==> src/rtl/divider_result_buf.sv <==
`default_nettype none
// ============================================================================
//  Module   : divider_result_buf
//  Purpose  : Result collector for the pipelined divider. Issued divisors are
//             tagged and carried through a latency-matched delay line. When a
//             tag exits, {divisor, merchant, remainder} is pushed into a small
//             FIFO that is drained over a valid/ready interface. The divider
//             cannot stall, so a result that arrives while the FIFO is full is
//             dropped and the sticky ovf flag is set.
//  Options  : DIV_RESULT_CHECK_EN adds the sticky chk_err output. It flags
//             results with remainder >= divisor or divisor == 0.
//  Revision : 1.0 - initial release
// ============================================================================
module divider_result_buf #(
    parameter int M      = 4,
    parameter int SERIES = 5,
    parameter int LAT    = 5,
    parameter int DEPTH  = 4
) (
    input  logic                      clk,
    input  logic                      rst,
    input  logic                      in_valid,
    input  logic [M-1:0]              in_divisor,
    input  logic [SERIES-1:0]         div_merchant,
    input  logic [M-1:0]              div_remainder,
    output logic                      out_valid,
    input  logic                      out_ready,
    output logic [M-1:0]              out_divisor,
    output logic [SERIES-1:0]         out_merchant,
    output logic [M-1:0]              out_remainder,
    output logic                      ovf,
    output logic [$clog2(DEPTH):0]    level
`ifdef DIV_RESULT_CHECK_EN
    ,
    output logic                      chk_err
`endif
);

    localparam int AW = $clog2(DEPTH);
    localparam int DW = M + SERIES + M;
    localparam logic [AW:0] LVL_FULL = (AW+1)'(DEPTH);

    // Delay line: one {valid, divisor} pair per divider pipeline stage
    logic [LAT-1:0] dl_valid;
    logic [M-1:0]   dl_divisor [LAT];

    // FIFO storage and pointers (extra MSB keeps full and empty distinct)
    logic [DW-1:0]  mem [DEPTH];
    logic [AW:0]    wr_ptr;
    logic [AW:0]    rd_ptr;
    logic [DW-1:0]  head;

    logic           wr_req;
    logic           wr_en;
    logic           rd_en;
    logic           full;
    logic [DW-1:0]  wr_data;

    // Stage 0 samples the operation presented to the divider this cycle
    always_ff @(posedge clk or posedge rst) begin
        if (rst) begin
            dl_valid[0]   <= 1'b0;
            dl_divisor[0] <= '0;
        end else begin
            dl_valid[0]   <= in_valid;
            dl_divisor[0] <= in_divisor;
        end
    end

    genvar gi;
    generate
        for (gi = 1; gi < LAT; gi++) begin : g_stage
            // Remaining stages shift the tag forward every cycle
            always_ff @(posedge clk or posedge rst) begin
                if (rst) begin
                    dl_valid[gi]   <= 1'b0;
                    dl_divisor[gi] <= '0;
                end else begin
                    dl_valid[gi]   <= dl_valid[gi-1];
                    dl_divisor[gi] <= dl_divisor[gi-1];
                end
            end
        end
    endgenerate

    assign wr_req  = dl_valid[LAT-1];
    assign wr_data = {dl_divisor[LAT-1], div_merchant, div_remainder};
    assign full    = (level == LVL_FULL);
    assign rd_en   = out_valid & out_ready;
    // At full a simultaneous read frees the slot being written
    assign wr_en   = wr_req & (~full | rd_en);

    // Storage needs no reset; reads are gated by out_valid
    always_ff @(posedge clk) begin
        if (wr_en) begin
            mem[wr_ptr[AW-1:0]] <= wr_data;
        end
    end

    // Pointer, occupancy and overflow bookkeeping
    always_ff @(posedge clk or posedge rst) begin
        if (rst) begin
            wr_ptr <= '0;
            rd_ptr <= '0;
            level  <= '0;
            ovf    <= 1'b0;
        end else begin
            if (wr_en) begin
                wr_ptr <= wr_ptr + 1'b1;
            end
            if (rd_en) begin
                rd_ptr <= rd_ptr + 1'b1;
            end
            case ({wr_en, rd_en})
                2'b10:   level <= level + 1'b1;
                2'b01:   level <= level - 1'b1;
                default: level <= level;
            endcase
            if (wr_req && full && !rd_en) begin
                ovf <= 1'b1;
            end
        end
    end

    assign out_valid = (level != '0);
    assign head      = mem[rd_ptr[AW-1:0]];

    // Head entry is presented combinationally and forced to zero when empty
    always_comb begin
        out_divisor   = '0;
        out_merchant  = '0;
        out_remainder = '0;
        if (out_valid) begin
            out_divisor   = head[DW-1 -: M];
            out_merchant  = head[M +: SERIES];
            out_remainder = head[M-1:0];
        end
    end

`ifdef DIV_RESULT_CHECK_EN
    logic bad_result;
    assign bad_result = (div_remainder >= dl_divisor[LAT-1]) ||
                        (dl_divisor[LAT-1] == '0);

    // Sticky flag for any inconsistent result, whether stored or dropped
    always_ff @(posedge clk or posedge rst) begin
        if (rst) begin
            chk_err <= 1'b0;
        end else if (wr_req && bad_result) begin
            chk_err <= 1'b1;
        end
    end
`endif

endmodule
`default_nettype wire

==> config.mk <==
export PLATFORM = sky130hd
export DESIGN_NAME = divider_result_buf
export DESIGN_NICKNAME = d
export VERILOG_FILES = /design/src/rtl/divider_result_buf.sv
export SDC_FILE = /design/constraint.sdc
export NUM_CORES = 1
export LEC_CHECK = 0
export ABC_AREA = 1
export CORE_MARGIN = 2
export CORE_UTILIZATION = 43
export CTS_CLUSTER_DIAMETER = 60
export DETAILED_ROUTE_END_ITERATION = 10
export HOLD_SLACK_MARGIN = 0.15
export SLEW_MARGIN = 30
export SYNTH_ARGS = -nofsm -noshare
export SYNTH_HDL_FRONTEND = slang
export SYNTH_SLANG_ARGS = --single-unit
export TNS_END_PERCENT = 10
==> constraint.sdc <==
create_clock -name clk -period 2.27 [get_ports clk]
set_clock_uncertainty 0.2 [all_clocks]
set_input_delay 0.3405 -clock clk [delete_from_list [all_inputs] [get_ports clk]]
set_output_delay 0.3405 -clock clk [all_outputs]
set_load 0.03 [all_outputs]
==> results.toml <==
[outcome]
status = "complete, no violations"

[setup_path]
r2r_setup_slack_ps = 240
path_class = "register to output port"
worst_setup_path_start_kind = "register"
cpPeakStageDelay_ps = 510
cp_common_cell = "buf_4"
path_max_fanout = 10
endpoint_kind = "output port"
worstPathCellList = "buf_4, nand2_1, nand3_1, a21oi_1, buf_4"
critPathSlowestCell = "dfrtp_2"
crit_required_ps = 1730
arrival_ps = 1610

[synthesis]
synth-async-reset-ratio = 0.3882
synth_top_area_frac = 0.4486
synthFlopType = "edfxtp_1"
synth_common_cells = "inv_1 (66), nand2_1 (56), edfxtp_1 (52), dfrtp_1 (33), nand3_1 (23)"
yosysWarnings = 0
ys_ff_latch = 85
synth_cells = 292
synth_cell_types = 23
synthTopCellsByArea = "edfxtp_1 (45%), dfrtp_1 (24%), inv_1 (7.1%)"
syn_area_sq_um = 3481
synth_top_area_cell = "edfxtp_1"
seq_area_frac_synth = 0.6858
synth_edf_count = 52
syn_area_per_cell_sq_um = 11.92
syn_nets = 315
yosysMostFrequentCell = "inv_1"

[routing]
drtIter0Drc = 68
firstDrtPassIters = 4
via_count = 1958
avgRoutedWirePerCell_um = 12.46
drt_wl_total_um = 5580
post_drt_via_cell_ratio = 4.371
drc = 0
drtAntennaViolNets = 0

[placed_design]
dp_hpwl_um = 3416
gp_congestion = 0.7130
port_buffers = 34

[global_routing]
antenna_found_initial = 0
grt_util_all_layers = 0.1403
overflow = 0
grt_max_degree = 34
grt_pass1_wl_um = 9211
grt_pass1_vias = 1920

[power]
netSwitchingFraction = 0.4043
clock_power_share = 0.181
power_frac_seq = 0.387
power.total_w = 0.005300
internal-power_w = 0.003157
power.switching_w = 0.002143
combPwrFrac = 0.431
p_leak_nw = 1.862
powerDensity_nw_per_um2 = 1282
ir_drop_mv = 0.8029

[timing]
min_period_ps = 2152
hold_violations = 0
tightestPinTransition_ps = 399.0
slew_headroom = 0.7340
rsz0062_at_grt = "false"
fmax_mhz = 464.8
whs_ps = 145.3
period_share = 0.9478
setup_violations = 0
finalMaxSlewViolations = 0

[die]
initial_core_util = 0.4481
ios = 35
die_x_um = 93.97
die_y_um = 93.97
rows = 32
die_area_sq_um = 8830
core-area_sq_um = 7767

[clock_tree]
cts-root-buf = "clkbuf_8"
cts_buffer_depth = 2
clk_pin_slew_ps = 90
clock_latency_ps = 350
h-tree-depth = 3
cts_tree = "yes"
numCtsBuffers = 9
cts_sinks = 85

[finish]
diodes = 0
layout-drive-gt1-share = 0.2168
area_growth_pct = 18.76
utilization = 0.5322
nNetsFinal = 364

[hold_path]
worstHoldPathType = "register to register"

[run]
maxCapViolations = 0
[metal layers]
layer / vias to the layer above / routed length, um / GRT usage
met2: 38 / 2665 / 0.2244
met1: 906 / 2640 / 0.1821
li1: 1007 / - / -
met4: 0 / 66 / 0.06522
met3: 7 / 208 / 0.03210
met5: - / 0 / 0
[sequential cells by signal (all words and copies together), names as in the netlist]
register and cells:
level 3, mem 52, ovf 1, dl_divisor 20, wr_ptr 2, dl_valid 4, wr_req 1, rd_ptr 2
[power groups by stage]
stage	registers (W)	logic [W]	clock network, W
after floorplan	0.00211	0.00163	0
after global routing	0.00208	0.00250	0.00106
after global placement	0.00208	0.00228	0
final	0.00205	0.00229	0.000961
after detailed placement	0.00208	0.00232	0
after CTS	0.00206	0.00234	0.000990
[kinds of logic after synthesis]
group	Yosys count	synth area share
xor gates and xnor gates	2	0.005033
AOI/OAI and AO/OA	16	0.03487
DFF	85	0.6858
adders and majority gates	6	0.02372
and+or+nand+nor	105	0.1474
buffers and inverters	78	0.1032
[through the flow]
stage / TNS [ps] / cell area (sq um) / std cells / setup slack, ps
after detailed placement: -69.93 / 3925 / 430 / -69.93
after floorplan: 0 / 3481 / 292 / 131.0
final: 0 / 4134 / 448 / 118.4
after CTS: 0 / 4129 / 448 / 14.54
after global routing: 0 / 4134 / 448 / 43.73
after global placement: 0 / 3925 / 430 / 19.18
[path summary, 6_finish.rpt]
path	from	end	cells past startpoint
min	dl_valid[3]	wr_req	0
max	rd_ptr[0]	out_divisor[3]	5
min reg2reg	dl_valid[3]	wr_req	0
max in group asynchronous	rst	rd_ptr[0]	3
min in group asynchronous	rst	dl_divisor[19]	3
max reg2reg	level[2]	level[2]	11
[worst max-delay path, delay by kind of cell, from the launching register on]
kind / cells / cell delay (ps)
compound gates: 1 / 190
flops: 1 / 510
buf+inv: 2 / 410
simple gates: 2 / 150
[placed cells by master, fill, tap and decap left out]
cell,instances
inv_1,66
nand2_1,56
edfxtp_1,52
dfrtp_1,32
nand3_1,23
buf_4,22
clkdlybuf4s50_1,20
nand2_2,11
a21oi_2,10
clkbuf_8,9
nand3_2,6
nor2_1,5
ha_1,5
a21oi_1,3
inv_6,3
nand2_4,2
inv_4,2
xnor2_1,2
o21ai_0,2
clkinv_2,2
clkinv_4,2
dlygate4sd3_1,2
buf_12,2
nor2_4,1
nand4_1,1
a31o_2,1
fa_1,1
clkinvlp_4,1
dlymetal6s2s_1,1
dfrtp_2,1
[what timing repair did]
item | in CTS | in global routing
endpoints found under the hold margin | 2 | 0
endpoints found under the setup margin | 13 | 4
gates resized for setup | 2 | 3
hold buffers | 2 | 0
setup buffers | 0 | 0
pin swaps | 0 | 0
[cell type report]
| cell class | instances | area [sq um] |
|---|---|---|
| sequential | 85 | 2389 |
| tap | 102 | 127.6 |
| fill | 704 | 3633 |
| clock buffer | 9 | 123.9 |
| multi-input combinational | 129 | 734.5 |
| clock inverter | 7 | 56.30 |
| inverter | 69 | 265.3 |
| timing repair buffer | 47 | 437.9 |
Power figures use the tool's default switching activity.
